`src/rtl/seg14_scroll_driver_if.sv`:
```
// Host-side bus of the 14-segment scroll driver: message buffer writes and display mode controls.
interface seg14_scroll_driver_if #(
    parameter int unsigned MSG_DEPTH = 32
) ();
    localparam int unsigned AW = $clog2(MSG_DEPTH);

    logic          wr_en;
    logic [AW-1:0] wr_addr;
    logic [5:0]    wr_char;
    logic [AW:0]   msg_len;
    logic          scroll_en;
    logic          blank;

    modport master (output wr_en, wr_addr, wr_char, msg_len, scroll_en, blank);
    modport slave  (input  wr_en, wr_addr, wr_char, msg_len, scroll_en, blank);
endinterface

```
`src/rtl/seg14_scroll_driver.sv`:
```
// Time-multiplexed 14-segment digit driver with a writable message buffer and optional
// wrap-around scrolling. Segment order, MSB first: a b c d e f g1 g2 h i j k l m.
module seg14_scroll_driver #(
    parameter int unsigned N_DIGITS      = 12,
    parameter int unsigned MSG_DEPTH     = 32,
    parameter int unsigned PRESCALE      = 1,
    parameter int unsigned SCROLL_FRAMES = 64
) (
    input  logic                    clk,
    input  logic                    rst_n,
    seg14_scroll_driver_if.slave    bus,
    output logic [N_DIGITS-1:0]     sel_o,
    output logic [13:0]             segm_o,
    output logic                    frame_done_o
);
    localparam int unsigned AW = $clog2(MSG_DEPTH);
    localparam int unsigned LW = AW + 1;
    localparam int unsigned DW = $clog2(N_DIGITS);
    localparam int unsigned PW = (PRESCALE > 1) ? $clog2(PRESCALE) : 1;
    localparam int unsigned FW = (SCROLL_FRAMES > 1) ? $clog2(SCROLL_FRAMES) : 1;

    localparam logic [PW-1:0] PcLast  = PW'(PRESCALE - 1);
    localparam logic [DW-1:0] DigLast = DW'(N_DIGITS - 1);
    localparam logic [FW-1:0] FcLast  = FW'(SCROLL_FRAMES - 1);

    function automatic logic [13:0] glyph(input logic [5:0] code);
        logic [13:0] g;
        case (code)
            6'd1:    g = 14'b1110_1111_000000;  // A
            6'd2:    g = 14'b1111_0001_010010;
            6'd3:    g = 14'b1001_1100_000000;
            6'd4:    g = 14'b1111_0000_010010;
            6'd5:    g = 14'b1001_1110_000000;
            6'd6:    g = 14'b1000_1110_000000;
            6'd7:    g = 14'b1011_1101_000000;
            6'd8:    g = 14'b0110_1111_000000;
            6'd9:    g = 14'b1001_0000_010010;
            6'd10:   g = 14'b0111_1000_000000;
            6'd11:   g = 14'b0000_1110_001100;
            6'd12:   g = 14'b0001_1100_000000;
            6'd13:   g = 14'b0110_1100_101000;
            6'd14:   g = 14'b0110_1100_100100;
            6'd15:   g = 14'b1111_1100_000000;
            6'd16:   g = 14'b1100_1111_000000;
            6'd17:   g = 14'b1111_1100_000100;
            6'd18:   g = 14'b1100_1111_000100;
            6'd19:   g = 14'b1011_0111_000000;
            6'd20:   g = 14'b1000_0000_010010;
            6'd21:   g = 14'b0111_1100_000000;
            6'd22:   g = 14'b0000_1100_001001;
            6'd23:   g = 14'b0110_1100_000101;
            6'd24:   g = 14'b0000_0000_101101;
            6'd25:   g = 14'b0000_0000_101010;
            6'd26:   g = 14'b1001_0000_001001;  // Z
            6'd27:   g = 14'b1111_1100_001001;  // '0'
            6'd28:   g = 14'b0110_0000_001000;
            6'd29:   g = 14'b1101_1011_000000;
            6'd30:   g = 14'b1111_0001_000000;
            6'd31:   g = 14'b0110_0111_000000;
            6'd32:   g = 14'b1011_0111_000000;
            6'd33:   g = 14'b1011_1111_000000;
            6'd34:   g = 14'b1110_0000_000000;
            6'd35:   g = 14'b1111_1111_000000;
            6'd36:   g = 14'b1111_0111_000000;  // '9'
            default: g = 14'b0;
        endcase
        return g;
    endfunction

    logic [5:0]          msg_q [MSG_DEPTH];
    logic [PW-1:0]       pc_q, pc_d;
    logic [DW-1:0]       dig_q, dig_d;
    logic [AW-1:0]       cidx_q, cidx_d;
    logic [AW-1:0]       offset_q, offset_d;
    logic [FW-1:0]       fcnt_q, fcnt_d;
    logic                wrap_q;
    logic [N_DIGITS-1:0] sel_q, sel_d;
    logic [13:0]         segm_q, segm_d;
    logic                frame_done_q;

    logic [LW-1:0] len;
    logic          adv, wrap, step;
    logic [5:0]    code;

    always_comb begin
        len  = (bus.msg_len > LW'(MSG_DEPTH)) ? LW'(MSG_DEPTH) : bus.msg_len;
        adv  = (pc_q == PcLast);
        wrap = adv && (dig_q == DigLast);
        step = 1'b0;

        pc_d  = adv ? '0 : pc_q + PW'(1);
        dig_d = dig_q;
        if (adv) begin
            dig_d = (dig_q == DigLast) ? '0 : dig_q + DW'(1);
        end

        fcnt_d = fcnt_q;
        if (!bus.scroll_en) begin
            fcnt_d = '0;
        end else if (wrap) begin
            if (fcnt_q == FcLast) begin
                fcnt_d = '0;
                step   = 1'b1;
            end else begin
                fcnt_d = fcnt_q + FW'(1);
            end
        end

        // Out-of-range offset (e.g. after msg_len shrinks) beats a pending scroll step.
        offset_d = offset_q;
        if (!bus.scroll_en || (len == '0) || ({1'b0, offset_q} >= len)) begin
            offset_d = '0;
        end else if (step) begin
            offset_d = (({1'b0, offset_q} + LW'(1)) == len) ? '0 : offset_q + AW'(1);
        end

        // Frame start loads the post-step offset so a scroll step never lands mid-frame.
        cidx_d = cidx_q;
        if (len == '0) begin
            cidx_d = '0;
        end else if (wrap) begin
            cidx_d = offset_d;
        end else if ({1'b0, cidx_q} >= len) begin
            cidx_d = '0;
        end else if (adv) begin
            cidx_d = (({1'b0, cidx_q} + LW'(1)) == len) ? '0 : cidx_q + AW'(1);
        end

        if ((len == '0) || (!bus.scroll_en && (32'(dig_q) >= 32'(len)))) begin
            code = 6'd0;
        end else begin
            code = msg_q[cidx_q];
        end

        sel_d  = bus.blank ? '0 : (N_DIGITS'(1) << dig_q);
        segm_d = bus.blank ? '0 : glyph(code);
    end

    always_ff @(posedge clk or negedge rst_n) begin
        if (!rst_n) begin
            for (int unsigned i = 0; i < MSG_DEPTH; i++) begin
                msg_q[AW'(i)] <= '0;
            end
        end else if (bus.wr_en) begin
            msg_q[bus.wr_addr] <= bus.wr_char;
        end
    end

    always_ff @(posedge clk or negedge rst_n) begin
        if (!rst_n) begin
            pc_q         <= '0;
            dig_q        <= '0;
            cidx_q       <= '0;
            offset_q     <= '0;
            fcnt_q       <= '0;
            wrap_q       <= 1'b0;
            sel_q        <= '0;
            segm_q       <= '0;
            frame_done_q <= 1'b0;
        end else begin
            pc_q         <= pc_d;
            dig_q        <= dig_d;
            cidx_q       <= cidx_d;
            offset_q     <= offset_d;
            fcnt_q       <= fcnt_d;
            wrap_q       <= wrap;
            sel_q        <= sel_d;
            segm_q       <= segm_d;
            frame_done_q <= wrap_q;
        end
    end

    assign sel_o        = sel_q;
    assign segm_o       = segm_q;
    assign frame_done_o = frame_done_q;
endmodule

```
`src/flat_wrapper.sv`:
```
// flat-port wrapper written by rule: the top's interface ports become plain ports
module seg14_scroll_driver_flat 
#(
    parameter int unsigned N_DIGITS      = 12,
    parameter int unsigned MSG_DEPTH     = 32,
    parameter int unsigned PRESCALE      = 1,
    parameter int unsigned SCROLL_FRAMES = 64
)
  (clk, rst_n, sel_o, segm_o, frame_done_o, bus_wr_en, bus_wr_addr, bus_wr_char, bus_msg_len, bus_scroll_en, bus_blank);
  seg14_scroll_driver_if #(.MSG_DEPTH(MSG_DEPTH)) bus_i ();
  input  logic clk;
  input  logic rst_n;
  output logic [N_DIGITS-1:0] sel_o;
  output logic [13:0] segm_o;
  output logic frame_done_o;
  input wire logic [$bits(bus_i.wr_en)-1:0] bus_wr_en;
  input wire logic [$bits(bus_i.wr_addr)-1:0] bus_wr_addr;
  input wire logic [$bits(bus_i.wr_char)-1:0] bus_wr_char;
  input wire logic [$bits(bus_i.msg_len)-1:0] bus_msg_len;
  input wire logic [$bits(bus_i.scroll_en)-1:0] bus_scroll_en;
  input wire logic [$bits(bus_i.blank)-1:0] bus_blank;
  assign bus_i.wr_en = bus_wr_en;
  assign bus_i.wr_addr = bus_wr_addr;
  assign bus_i.wr_char = bus_wr_char;
  assign bus_i.msg_len = bus_msg_len;
  assign bus_i.scroll_en = bus_scroll_en;
  assign bus_i.blank = bus_blank;
  seg14_scroll_driver #(.N_DIGITS(N_DIGITS), .MSG_DEPTH(MSG_DEPTH), .PRESCALE(PRESCALE), .SCROLL_FRAMES(SCROLL_FRAMES)) u_core (.clk(clk), .rst_n(rst_n), .bus(bus_i), .sel_o(sel_o), .segm_o(segm_o), .frame_done_o(frame_done_o));
endmodule
```
`config.mk`:
```
export PLATFORM = sky130hd
export DESIGN_NAME = seg14_scroll_driver_flat
export DESIGN_NICKNAME = d
export VERILOG_FILES = /design/src/rtl/seg14_scroll_driver_if.sv /design/src/rtl/seg14_scroll_driver.sv /design/src/flat_wrapper.sv
export SDC_FILE = /design/constraint.sdc
export NUM_CORES = 1
export LEC_CHECK = 0
export CORE_MARGIN = 2
export CORE_UTILIZATION = 55
export DETAILED_ROUTE_END_ITERATION = 8
export GPL_ROUTABILITY_DRIVEN = 0
export PLACE_DENSITY = 0.76
export REMOVE_ABC_BUFFERS = 1
export SLEW_MARGIN = 20
export SYNTH_ARGS = -nofsm -noshare
export SYNTH_HDL_FRONTEND = slang
export SYNTH_SLANG_ARGS = --single-unit
export TNS_END_PERCENT = 1
```
`constraint.sdc`:
```
create_clock -name clk -period 3.4 [get_ports clk]
set_input_delay 0.68 -clock clk [delete_from_list [all_inputs] [get_ports clk]]
set_output_delay 0.68 -clock clk [all_outputs]
set_load 0.02 [all_outputs]
```
==> impl_metrics.json <==
{
  "synth_area_per_cell_um2": 12.9,
  "critPathLaunch": "u_core.cidx_q[0]",
  "period_minus_slack_ns": 3.36,
  "cts-buffers-inserted": 26,
  "crit_chain": "buf_12 > buf_4 > buf_8 > mux4_2 > mux4_2 > mux2i_4 > buf_4 > buf_4 > nor2_1 > a21oi_1 > nor2_1 > a211oi_1 > o311a_1",
  "grt_use_total_pct": 25.1,
  "slew-limit-headroom_pct": 44.8,
  "fin_skew_ns": 0.0197,
  "first_pass_iters": 5,
  "required_ns": 3.87,
  "arrival_ns": 3.82,
  "place_inst": 1297,
  "area.growth.synth_to_final_pct": 19.4,
  "rows": 54,
  "p_sw_mw": 2.20,
  "vias": 8160,
  "n_antenna_cell": 0,
  "synth-edff-count": 0,
  "wl_mm": 28.0,
  "final_nets": 1102,
  "slowest_stage": "mux4_2",
  "dpl_cell_area_um2": 13300,
  "cts_buffer_depth": 3,
  "clock_latency_ns": 0.55,
  "cts_tree": "built",
  "finalCritPeriodShare_pct": 98.7,
  "min_path_type": "in2async",
  "holdWs_ns": 0.112,
  "p_sw_share_pct": 27.0,
  "n_fill_cell": 1592,
  "die-area_um2": 23000,
  "grt_overflow": 0,
  "htreeDepth": 1,
  "wl_per_cell_um": 20.8,
  "async_flop_share_pct": 100,
  "combPwrFrac_pct": 22.5,
  "tightest_slew_ns": 0.829,
  "initial_core_util_pct": 55.6,
  "seq_power_share_pct": 43.8,
  "holdBufCountCts": 0,
  "worstPathMaxFanout": 8,
  "r2r_end": "u_core.segm_o[12]",
  "grt_setup_unrepaired": "yes",
  "design_area_um2": 14300,
  "layout-drive-gt1-share_pct": 38.2,
  "syn_inst": 932,
  "worstRegToRegCells": 13,
  "crit_type": "reg2reg",
  "portBuffers": 48,
  "dp_hpwl_mm": 19.1,
  "p_leak_nw": 6.28,
  "crit_family": "multiplexers",
  "setup_viol": 0,
  "worst_path_most_repeated_cell": "buf_4",
  "antenna_found_initial": 0,
  "slowest_delay_ns": 0.51,
  "ff2ff_setup_slack_ns": 0.04,
  "drc": 0,
  "synth_cell_types": 62,
  "worstSetupStartpointType": "flop",
  "netlist_area_um2": 12000,
  "die_y_um": 152,
  "clkTransAtPathRegs_ns": 0.06,
  "io_pins": 49,
  "r2r-start": "u_core.cidx_q[0]",
  "crit_end": "u_core.segm_o[12]",
  "cts_sinks": 240,
  "intPower_mw": 5.96,
  "max_freq_mhz": 298,
  "status": "complete, no violations",
  "drtIter0Drc": 406,
  "grt_max_degree": 90,
  "p_clk_share_pct": 33.7,
  "via_per_inst": 6.05,
  "grt_pass1_vias": 8387,
  "yosysWarnings": 0,
  "ys_seq_elements": 240,
  "peakVddDrop_mv": 0.465,
  "critPathBufInv": 5,
  "coreArea_um2": 21600,
  "root_buffer": "clkbuf_16",
  "synth-main-ff-cell": "dfrtp_1",
  "antenna_left": 0,
  "grt_pass1_wl_mm": 44.8,
  "critPathCaptureType": "flop",
  "yosysSeqAreaShare_pct": 50.0,
  "maxSlewViolCount": 0,
  "max_cap_viol_count": 0,
  "fin_util_pct": 66.4,
  "powerDensity_nw_per_um2": 569,
  "die_x_um": 152,
  "hold_violations": 0,
  "path_depth": 13,
  "final_cells": 1349
}
==> how the worst min path moves through the flow <==
stage	start	to	slack, ns
CTS	rst_n	u_core.msg_q[173]	0.17
detailed placement	u_core.wrap_q	u_core.frame_done_o	0.34
global placement	u_core.wrap_q	u_core.frame_done_o	0.33
floorplan	u_core.wrap_q	u_core.frame_done_o	0.33
finish	rst_n	u_core.fcnt_q[4]	0.11
global route	rst_n	u_core.wrap_q	0.20
==> power groups by stage <==
| stage | Combinational, mW | Sequential (mW) | Clock (mW) |
|---|---|---|---|
| CTS | 1.74 | 3.57 | 2.80 |
| global placement | 1.68 | 3.59 | 0 |
| global route | 1.99 | 3.63 | 2.91 |
| floorplan | 1.04 | 3.59 | 0 |
| finish | 1.84 | 3.57 | 2.75 |
| detailed placement | 1.72 | 3.61 | 0 |
==> placed cells by master, fill, tap and decap left out, types with 4 or more instances in the layout <==
cell,instances
mux2_2,194
nor2_1,61
nand2_1,64
ha_1,23
nand3_1,15
clkbuf_8,6
o21ai_0,16
a21oi_1,19
a22oi_1,8
mux4_2,48
nor3b_1,8
clkbuf_16,26
buf_12,6
clkbuf_1,6
and2_1,7
nor3_1,15
buf_4,82
mux2i_1,21
a211o_1,5
o21ai_1,9
xnor2_1,12
or2_2,4
a21o_1,6
clkdlybuf4s50_1,46
o22ai_1,6
inv_1,13
nand2b_1,6
a31oi_1,5
dfrtp_1,238
a211oi_1,7
xor2_1,7
==> synthesized netlist by cell type (4+ instances only) <==
| cell | count | share of area, % |
|---|---|---|
| a22oi_1 | 8 | 0.50 |
| mux2i_1 | 21 | 1.7 |
| a21o_1 | 6 | 0.37 |
| clkbuf_1 | 28 | 0.87 |
| nand3_1 | 15 | 0.62 |
| or2_2 | 4 | 0.21 |
| buf_2 | 11 | 0.46 |
| nor3_1 | 18 | 0.75 |
| mux4_2 | 48 | 9.0 |
| a31oi_1 | 5 | 0.26 |
| nand2b_1 | 6 | 0.31 |
| dfrtp_1 | 240 | 50 |
| a21oi_1 | 20 | 0.83 |
| buf_6 | 4 | 0.37 |
| nor2_1 | 63 | 2.0 |
| xnor2_1 | 12 | 0.87 |
| and2_1 | 7 | 0.36 |
| o21ai_0 | 18 | 0.75 |
| nand2_1 | 65 | 2.0 |
| o21ai_1 | 8 | 0.33 |
| o22ai_1 | 6 | 0.31 |
| inv_1 | 14 | 0.44 |
| mux2_2 | 195 | 18 |
| nor2b_1 | 4 | 0.21 |
| a211oi_1 | 7 | 0.44 |
| a211o_1 | 5 | 0.36 |
| ha_1 | 27 | 2.8 |
| nor3b_1 | 8 | 0.50 |
| xor2_1 | 7 | 0.51 |
==> registers in the layout, indices dropped and copies added, names as in the netlist, 4 cells and up <==
name,count
u_core.sel_o,12
u_core.cidx_q,5
u_core.offset_q,5
u_core.fcnt_q,6
u_core.segm_o,14
u_core.dig_q,4
u_core.msg_q,192
==> area by class of cell <==
type	instances	area, µm²	share of cell area [%]
Clock buffer	38	756	5.27
Clock inverter	6	82.6	0.576
Inverter	16	60.1	0.419
Multi-Input combinational cell	629	5830	40.6
Sequential cell	240	6010	41.9
Tap cell	280	350	2.44
Timing Repair Buffer	140	1260	8.82
==> cells by family (layout without fill, tap and decap cells) <==
group	count (synthesis)	count (layout)	synth area share [%]
buf+inv	63	200	2.36
compound gates	111	111	6.24
flops	240	240	50.0
mux	266	266	29.3
xor+xnor	19	19	1.39
simple gates	206	206	7.87
fa+ha+maj	27	27	2.81
==> routing by layer <==
layer | GRT usage, % | part of all wire [%] | vias up
met5 | 0 | 0 | -
met4 | 7.87 | 3.0 | 0
met3 | 4.34 | 5.1 | 69
met2 | 41.0 | 48 | 244
met1 | 34.6 | 44 | 4187
li1 | - | - | 3660
==> what timing repair did <==
action / 4_1_cts / 5_1_grt
gates resized for setup: 2 / 30
gates cloned: 0 / 0
setup buffers: 0 / 8
setup endpoints to repair: 2 / 12
pin swaps: 0 / 4
==> stage by stage <==
stage               setup TNS, ns  power (mW)  setup slack, ns
global route               -0.212        8.52          -0.0620
global placement           -0.849        5.27           -0.130
detailed placement          -2.60        5.34           -0.287
finish                          0        8.16           0.0434
CTS                             0        8.10           0.0259
floorplan                  -13.11        4.63            -1.05
(Power assumes the default switching activity.)
==> variant: new RTL, same settings <==
`MSG_DEPTH` is set to 32 in 3 places; all go to 64.
--- a/src/rtl/seg14_scroll_driver_if.sv
+++ b/src/rtl/seg14_scroll_driver_if.sv
@@ -1,6 +1,6 @@
 // Host-side bus of the 14-segment scroll driver: message buffer writes and display mode controls.
 interface seg14_scroll_driver_if #(
-    parameter int unsigned MSG_DEPTH = 32
+    parameter int unsigned MSG_DEPTH = 64
 ) ();
     localparam int unsigned AW = $clog2(MSG_DEPTH);
 
--- a/src/rtl/seg14_scroll_driver.sv
+++ b/src/rtl/seg14_scroll_driver.sv
@@ -2,7 +2,7 @@
 // wrap-around scrolling. Segment order, MSB first: a b c d e f g1 g2 h i j k l m.
 module seg14_scroll_driver #(
     parameter int unsigned N_DIGITS      = 12,
-    parameter int unsigned MSG_DEPTH     = 32,
+    parameter int unsigned MSG_DEPTH     = 64,
     parameter int unsigned PRESCALE      = 1,
     parameter int unsigned SCROLL_FRAMES = 64
 ) (
--- a/src/flat_wrapper.sv
+++ b/src/flat_wrapper.sv
@@ -2,7 +2,7 @@
 module seg14_scroll_driver_flat 
 #(
     parameter int unsigned N_DIGITS      = 12,
-    parameter int unsigned MSG_DEPTH     = 32,
+    parameter int unsigned MSG_DEPTH     = 64,
     parameter int unsigned PRESCALE      = 1,
     parameter int unsigned SCROLL_FRAMES = 64
 )
Ports: changed (resized bus_msg_len and bus_wr_addr); port bits go from 49 to 51. The function was not compared with the original's and may differ.
==> variant against the unedited design <==
- global-route usage up 2.3 points
- non-clock buffer count up 111
- final area is 77% higher
- sequential cell count grew 194
- largest power group unchanged
- synthesized area up 79%
- wire length grew 97%
- cell count up 75%
- critical path type unchanged
- worst setup slack got worse by 0.10 ns
- the flow now finishes with violations (negative setup slack)
- sequential power rose by 71%
- total power grew 62%
==> variant: results (changes against the unedited design) <==
Synth
  – Distinct cells, synth: 69 (was 62)
  – Register area share after synthesis: 0.506 (was 0.500)
  – Synth Area in Compound Gates: 0.0544 (was 0.0624)
  – Post-Synth XOR/XNOR Area: 0.00718 (was 0.0139)
  – Syn Inst Count: 1612 (was 932)

Clocking
  – Post-CTS Hold Buffers: 1 (was 0)
  – Setup Buffers After CTS: 3 (was 0)
  – H-tree Lvls: 2 (was 1)
  – Skew-Pair Late Insertion Delay: 0.58 ns (was 0.55 ns)
  – CTS Buf Count: 46 (was 26)

Worst setup path
  – Worst Path Max Fanout: 11 (was 8)
  – Slowest stage delay, CP: 0.54 ns (was 0.51 ns)
  – Reg2Reg Capture Point: u_core.segm_o[10] (was u_core.segm_o[12])
  – CP arrival: 3.97 ns (was 3.82 ns)
  – Crit path max-delay family: simple AND/OR/NAND/NOR gates (was multiplexers)

STA
  – Setup violators final: 5 (was 0)
  – Final WS setup: -0.0594 ns (was 0.0434 ns)
  – TNS Setup: -0.146 ns (was 0 ns)

Route
  – DRT Wirelength: 55.1 mm (was 28.0 mm)
  – Detailed-route via count: 14593 (was 8160)
  – M1 WL: 22.9 mm (was 12.3 mm)
  – Met2 wire length: 27.0 mm (was 13.4 mm)

Cells and area
  – Final net count: 1866 (was 1102)
  – Share of cells above drive strength 1: 0.415 (was 0.382)

Place
  – Place WS: -0.651 ns (was -0.287 ns)

Global routing
  – M3 GR Usage: 0.0413 (was 0.0434)
  – All-Layer GR Usage: 0.273 (was 0.251)

Status
  – Failing checks: negative setup slack
  – Status: finished with violations (was finished clean)
[variant: changes by cell type in the layout (fill, tap and decap cells not counted), sizes merged, moves of 11 or more]
| cell | change |
|---|---|
| mux4 | +21 |
| mux2i | +48 |
| nand2 | +31 |
| clkbuf | +30 |
| nand3 | +12 |
| nor3 | +12 |
| dfrtp | +194 |
| mux2 | +197 |
| and3 | +11 |
| inv | +11 |
| buf | +112 |
[variant: report_power, final]
group	internal (uW)	leakage, uW	switching (uW)
Combinational	1150	0.00537	987
Clock	2970	0.000720	2020
Sequential	5800	0.00577	317
Total	9920	0.0119	3320
[variant: layout make-up]
class / count / area (um^2)
Inverter: 26 / 97.6
Timing Repair Buffer: 251 / 2170
Clock buffer: 67 / 1310
Tap cell: 518 / 648
Clock inverter: 11 / 169
Sequential cell: 434 / 10900
Multi-Input combinational cell: 1051 / 10100
Fill cell: 2812 / 13100
